### src/rtl/uart_rx_core.sv
// uart_rx_core: 8N1 UART receiver with an oversampling FSM, start/stop validation and a small receive FIFO.
module uart_rx_core #(
    parameter int FIFO_DEPTH = 4,
    parameter int DIV_W      = 16
) (
    input  logic                            clk,
    input  logic                            rst_n,
    input  logic [DIV_W-1:0]                baud_div,
    input  logic                            uart_rx,
    input  logic                            rx_pop,
    input  logic                            err_clr,
    output logic [7:0]                      rx_data,
    output logic                            rx_valid,
    output logic [$clog2(FIFO_DEPTH):0]     rx_level,
    output logic                            rx_busy,
    output logic                            frame_err,
    output logic                            overrun
);
    localparam int AW = $clog2(FIFO_DEPTH);
    localparam int LW = AW + 1;

    typedef enum logic [2:0] {IDLE, START, DATA, STOP, BRK} state_t;

    state_t           state;
    logic             s1, s2, hist, rxs;
    logic [DIV_W-1:0] cnt, div_q, div_eff;
    logic [2:0]       bit_idx;
    logic [7:0]       shift;
    logic [7:0]       mem [FIFO_DEPTH];
    logic [AW-1:0]    wr_ptr, rd_ptr;
    logic [LW-1:0]    level;
    logic             expire, push, fe_set, full, pop, do_push, ovr_set;

    assign rxs     = s2;
    assign div_eff = (baud_div < DIV_W'(4)) ? DIV_W'(4) : baud_div;
    assign expire  = cnt == DIV_W'(1);
    assign push    = (state == STOP) && expire && rxs;
    assign fe_set  = (state == STOP) && expire && !rxs;
    assign full    = level == LW'(FIFO_DEPTH);
    assign pop     = rx_pop && (level != '0);
    assign do_push = push && (!full || pop);
    assign ovr_set = push && full && !pop;

    assign rx_valid = level != '0;
    assign rx_level = level;
    assign rx_data  = rx_valid ? mem[rd_ptr] : 8'h00;
    assign rx_busy  = state != IDLE;

    always_ff @(posedge clk or negedge rst_n) begin
        if (!rst_n) begin
            s1   <= 1'b1;
            s2   <= 1'b1;
            hist <= 1'b1;
        end else begin
            s1   <= uart_rx;
            s2   <= s1;
            hist <= s2;
        end
    end

    // cnt free-runs down by default; every state that times a bit reloads it on expiry
    always_ff @(posedge clk or negedge rst_n) begin
        if (!rst_n) begin
            state     <= IDLE;
            cnt       <= '0;
            div_q     <= '0;
            bit_idx   <= '0;
            shift     <= '0;
            frame_err <= 1'b0;
        end else begin
            cnt       <= cnt - DIV_W'(1);
            frame_err <= fe_set | (frame_err & ~err_clr);
            case (state)
                IDLE: if (hist && !rxs) begin
                    div_q <= div_eff;
                    cnt   <= div_eff >> 1;
                    state <= START;
                end
                START: if (expire) begin
                    if (rxs) begin
                        state <= IDLE;
                    end else begin
                        cnt     <= div_q;
                        bit_idx <= '0;
                        state   <= DATA;
                    end
                end
                DATA: if (expire) begin
                    shift[bit_idx] <= rxs;
                    cnt            <= div_q;
                    bit_idx        <= bit_idx + 3'd1;
                    if (bit_idx == 3'd7) state <= STOP;
                end
                STOP: if (expire) state <= rxs ? IDLE : BRK;
                BRK:  if (rxs) state <= IDLE;
                default: state <= IDLE;
            endcase
        end
    end

    always_ff @(posedge clk) begin
        if (do_push) mem[wr_ptr] <= shift;
    end

    always_ff @(posedge clk or negedge rst_n) begin
        if (!rst_n) begin
            wr_ptr  <= '0;
            rd_ptr  <= '0;
            level   <= '0;
            overrun <= 1'b0;
        end else begin
            if (do_push) wr_ptr <= wr_ptr + AW'(1);
            if (pop) rd_ptr <= rd_ptr + AW'(1);
            level   <= level + LW'(do_push) - LW'(pop);
            overrun <= ovr_set | (overrun & ~err_clr);
        end
    end
endmodule

### config.mk
export PLATFORM = sky130hd
export DESIGN_NAME = uart_rx_core
export DESIGN_NICKNAME = d
export VERILOG_FILES = /design/src/rtl/uart_rx_core.sv
export SDC_FILE = /design/constraint.sdc
export NUM_CORES = 1
export LEC_CHECK = 0
export BUFFER_PORTS_ARGS = -buffer_cell sky130_fd_sc_hd__buf_2
export CAP_MARGIN = 10
export CORE_MARGIN = 5
export CORE_UTILIZATION = 28
export DETAILED_ROUTE_END_ITERATION = 6
export GPL_TIMING_DRIVEN = 0
export SETUP_SLACK_MARGIN = 0.4
export SLEW_MARGIN = 20
export SYNTH_ARGS = -nofsm -noshare
export SYNTH_HDL_FRONTEND = slang
export SYNTH_SLANG_ARGS = --single-unit
### constraint.sdc
create_clock -name clk -period 5.8 [get_ports clk]
set_clock_uncertainty 0.15 [all_clocks]
set_input_delay 1.16 -clock clk [delete_from_list [all_inputs] [get_ports clk]]
set_output_delay 1.16 -clock clk [all_outputs]
set_load 0.05 [all_outputs]
==> reports/metrics.yaml <==
cts:
  holdBufCountCts: 0
  cts.sinks: 90
  cts_tree: "done"
  clockBufferDepth: 2
  cts_made_buffers: 9
  post_cts_buffers: 0
  insertion_delay_ns: 0.34
  htreeDepth: 3
  clk_pin_slew_ns: 0.07
  root_buffer: "clkbuf_16"
  cts_resized: 0
timing:
  drv_slew: 0
  tns_ns: 0
  finalHoldViolCount: 0
  slew_headroom_pct: 50.9
  setup_violations: 0
  rsz0062_at_grt: "false"
  worst_pin_slew_ns: 0.736
  finalCriticalPeriod_ns: 3.23
  max_freq_mhz: 310
  fin_crit_sh_pct: 55.7
placement:
  placed_cell_area_um2: 4590
  dp_hpwl_um: 6010
  dp.cells: 561
  port_buffers: 35
  gp_congestion: 0.785
setup_path:
  crit_path_cell_trace: "ha_1 -> nor4b_4 -> nand4_1 -> nor4_4 -> inv_1 -> ha_1 -> inv_1 -> ha_1 -> fa_1 -> xor2_1 -> xnor2_1"
  rrSetupSlack_ns: 2.57
  cp-end-kind: "flip-flop"
  critPathSlowestCell: "nor4_4"
  crit_type: "reg2reg"
  required_ns: 5.88
  crit_top_cell: "ha_1"
  crit_fanout: 8
  cp_data_arrival_time_ns: 3.31
  critPathLaunchType: "flip-flop"
  r2r-start: "cnt[0]"
  reg2regPathDepth: 11
  rr_endpoint: "rx_level[2]"
  critical-path-max-stage-delay_ns: 0.50
global_routing:
  grt_antenna_before_repair: 0
  grt_overflow: 0
  grt_pass1_wl_um: 14400
  groute.usage.overall_pct: 10.1
  grt_max_degree: 59
  grt_pass1_vias: 2878
finish:
  layout_commonest_cell: "nand2_1"
  diodes: 0
  area_delta_synth_final_pct: 17.1
  final_cells: 577
  drive_gt1_share_pct: 23.9
  fin_nets: 420
  mostFrequentLayoutCells: "nand2_1, dfrtp_1, buf_2"
  final_area_um2: 4900
synth:
  netlist_instances: 342
  syn_nets: 374
  ys_seq_area_share_pct: 57.8
  synth_area_leader_cell: "dfrtp_1"
  ys_seq_elements: 90
  synth.distinct_cells: 49
  synth_area_um2: 4180
  ys_top_cells_by_area: "dfrtp_1, edfxtp_1, nand2_1, mux4_2, ha_1"
  synth_top_flop_cell: "dfrtp_1"
  yosysWarnings: 0
  avgSynthCellArea_um2: 12.2
  async_reset_ff_share_pct: 64.4
  synth_top_cell_area_share_pct: 32.9
  synth-edff-count: 32
drt:
  drt_iter0_drc: 88
  drc_errors: 0
  vias_per_cell: 4.63
  wl_per_cell_um: 14.4
  wl_um: 8330
  via_count: 2674
  ant_nets: 0
  drt_first_pass_iters: 4
floorplanning:
  die_y_um: 132
  io_pins: 36
  start_util_pct: 28.7
  coreArea_um2: 14600
  die_area_um2: 17500
  die_w_um: 132
  rows: 44
power_and_ir_drop:
  ir_worst_vdd_mv: 0.160
  power_leakage_nw: 1.89
  p_seq_share_pct: 43.9
  p_sw_mw: 0.683
  internal_power_mw: 1.29
  p_sw_share_pct: 34.7
  p_clk_share_pct: 30.3
  pwr-share-comb_pct: 25.8
  p_total_mw: 1.97
  powerDensity_nw_per_um2: 402
min_path:
  hp-class: "reg2reg"
  holdPathStages: 0
  hold_end: "rxs"
  hp-start: "s1"
flow_run:
  cap_violations: 0
outcome:
  status: "complete, no violations"
## logic make-up (layout without fill, tap and decap cells)
kind of cell,Yosys count,count (layout),share of synthesized area (%)
and+or+nand+nor,147,147,18.8
DFF,90,90,57.8
AOI/OAI and AO/OA,33,33,6.46
buffers and inverters,26,77,3.08
xor gates and xnor gates,18,18,3.77
muxes,17,17,6.67
adders and majority gates,11,11,3.47
## synthesized netlist by cell type, types with 2 or more instances
cell      number
nand2_1       72
dfrtp_1       55
edfxtp_1      32
and2_1        13
inv_1         13
nor2_1        13
xnor2_1       13
ha_1          10
mux4_2         8
nor3_1         8
o211ai_2       8
clkbuf_1       7
mux2_2         7
nor4_1         7
o211ai_1       6
nand3_1        5
nand4_1        5
o21ai_0        5
or3_1          5
xor2_1         5
a21oi_1        4
buf_2          3
dfstp_2        3
nand2b_1       3
nor4_4         3
mux2i_1        2
nor2b_1        2
nor3_2         2
o21ai_1        2
o31ai_1        2
## flip-flops by register name, summed over array words and instances, names as in the netlist
signal	cells
frame_err	1
rxs	1
overrun	1
bit_idx	3
cnt	16
rx_level	3
rd_ptr	2
state	3
mem	32
shift	8
wr_ptr	2
hist	1
div_q	16
s1	1
## power groups by stage
stage          clock [mW]  combinational (mW)  sequential (mW)
2_1_floorplan           0               0.368            0.892
3_3_place_gp            0               0.505            0.870
3_5_place_dp            0               0.515            0.877
4_1_cts             0.614               0.517            0.865
5_1_grt             0.645               0.562            0.880
6_report            0.597               0.508            0.866
## worst max path at each step
stage | from | end | slack [ns] | cells after the start
2_1_floorplan | rx_pop | rx_level[2] | 2.49 | 10
3_3_place_gp | rx_pop | rx_level[2] | 2.33 | 11
3_5_place_dp | rx_pop | rx_level[2] | 2.31 | 11
4_1_cts | cnt[0] | rx_level[2] | 2.51 | 11
5_1_grt | cnt[0] | rx_level[2] | 2.27 | 11
6_report | cnt[0] | rx_level[2] | 2.57 | 11
## layer usage
layer | global-route usage, % | vias to the layer above | wire [um]
met5 | 0 | - | 0
met4 | 2.38 | 0 | 93
met3 | 3.63 | 9 | 389
met2 | 16.5 | 57 | 4090
met1 | 12.8 | 1310 | 3760
li1 | - | 1298 | -
## per-stage QoR
step	hold WS, ns	util, %	setup WS, ns
6_report	0.206	33.6	2.57
3_3_place_gp	0.199	31.4	2.33
3_5_place_dp	0.197	31.5	2.31
2_1_floorplan	0.195	-	2.49
4_1_cts	0.206	33.6	2.51
5_1_grt	0.214	33.6	2.27
## final cells by class
| type | instances | area [um2] |
|---|---|---|
| fillers | 1479 | 9690 |
| flip-flops and latches | 90 | 2420 |
| multi-input cells | 226 | 1640 |
| plain buffers | 13 | 80.1 |
| well taps | 184 | 230 |
| clock buffers | 9 | 225 |
| repair buffers | 35 | 178 |
| clock inverters | 7 | 83.8 |
| inverters | 13 | 48.8 |
## worst max-delay path, delay by kind of cell (launching register included)
family        cells  cell delay (ns)
xor+xnor          2             0.29
flops             1             0.45
simple gates      3             1.06
fa+ha+maj         4             1.02
buf+inv           2             0.13
No activity file was read; power rests on OpenSTA's default activity.
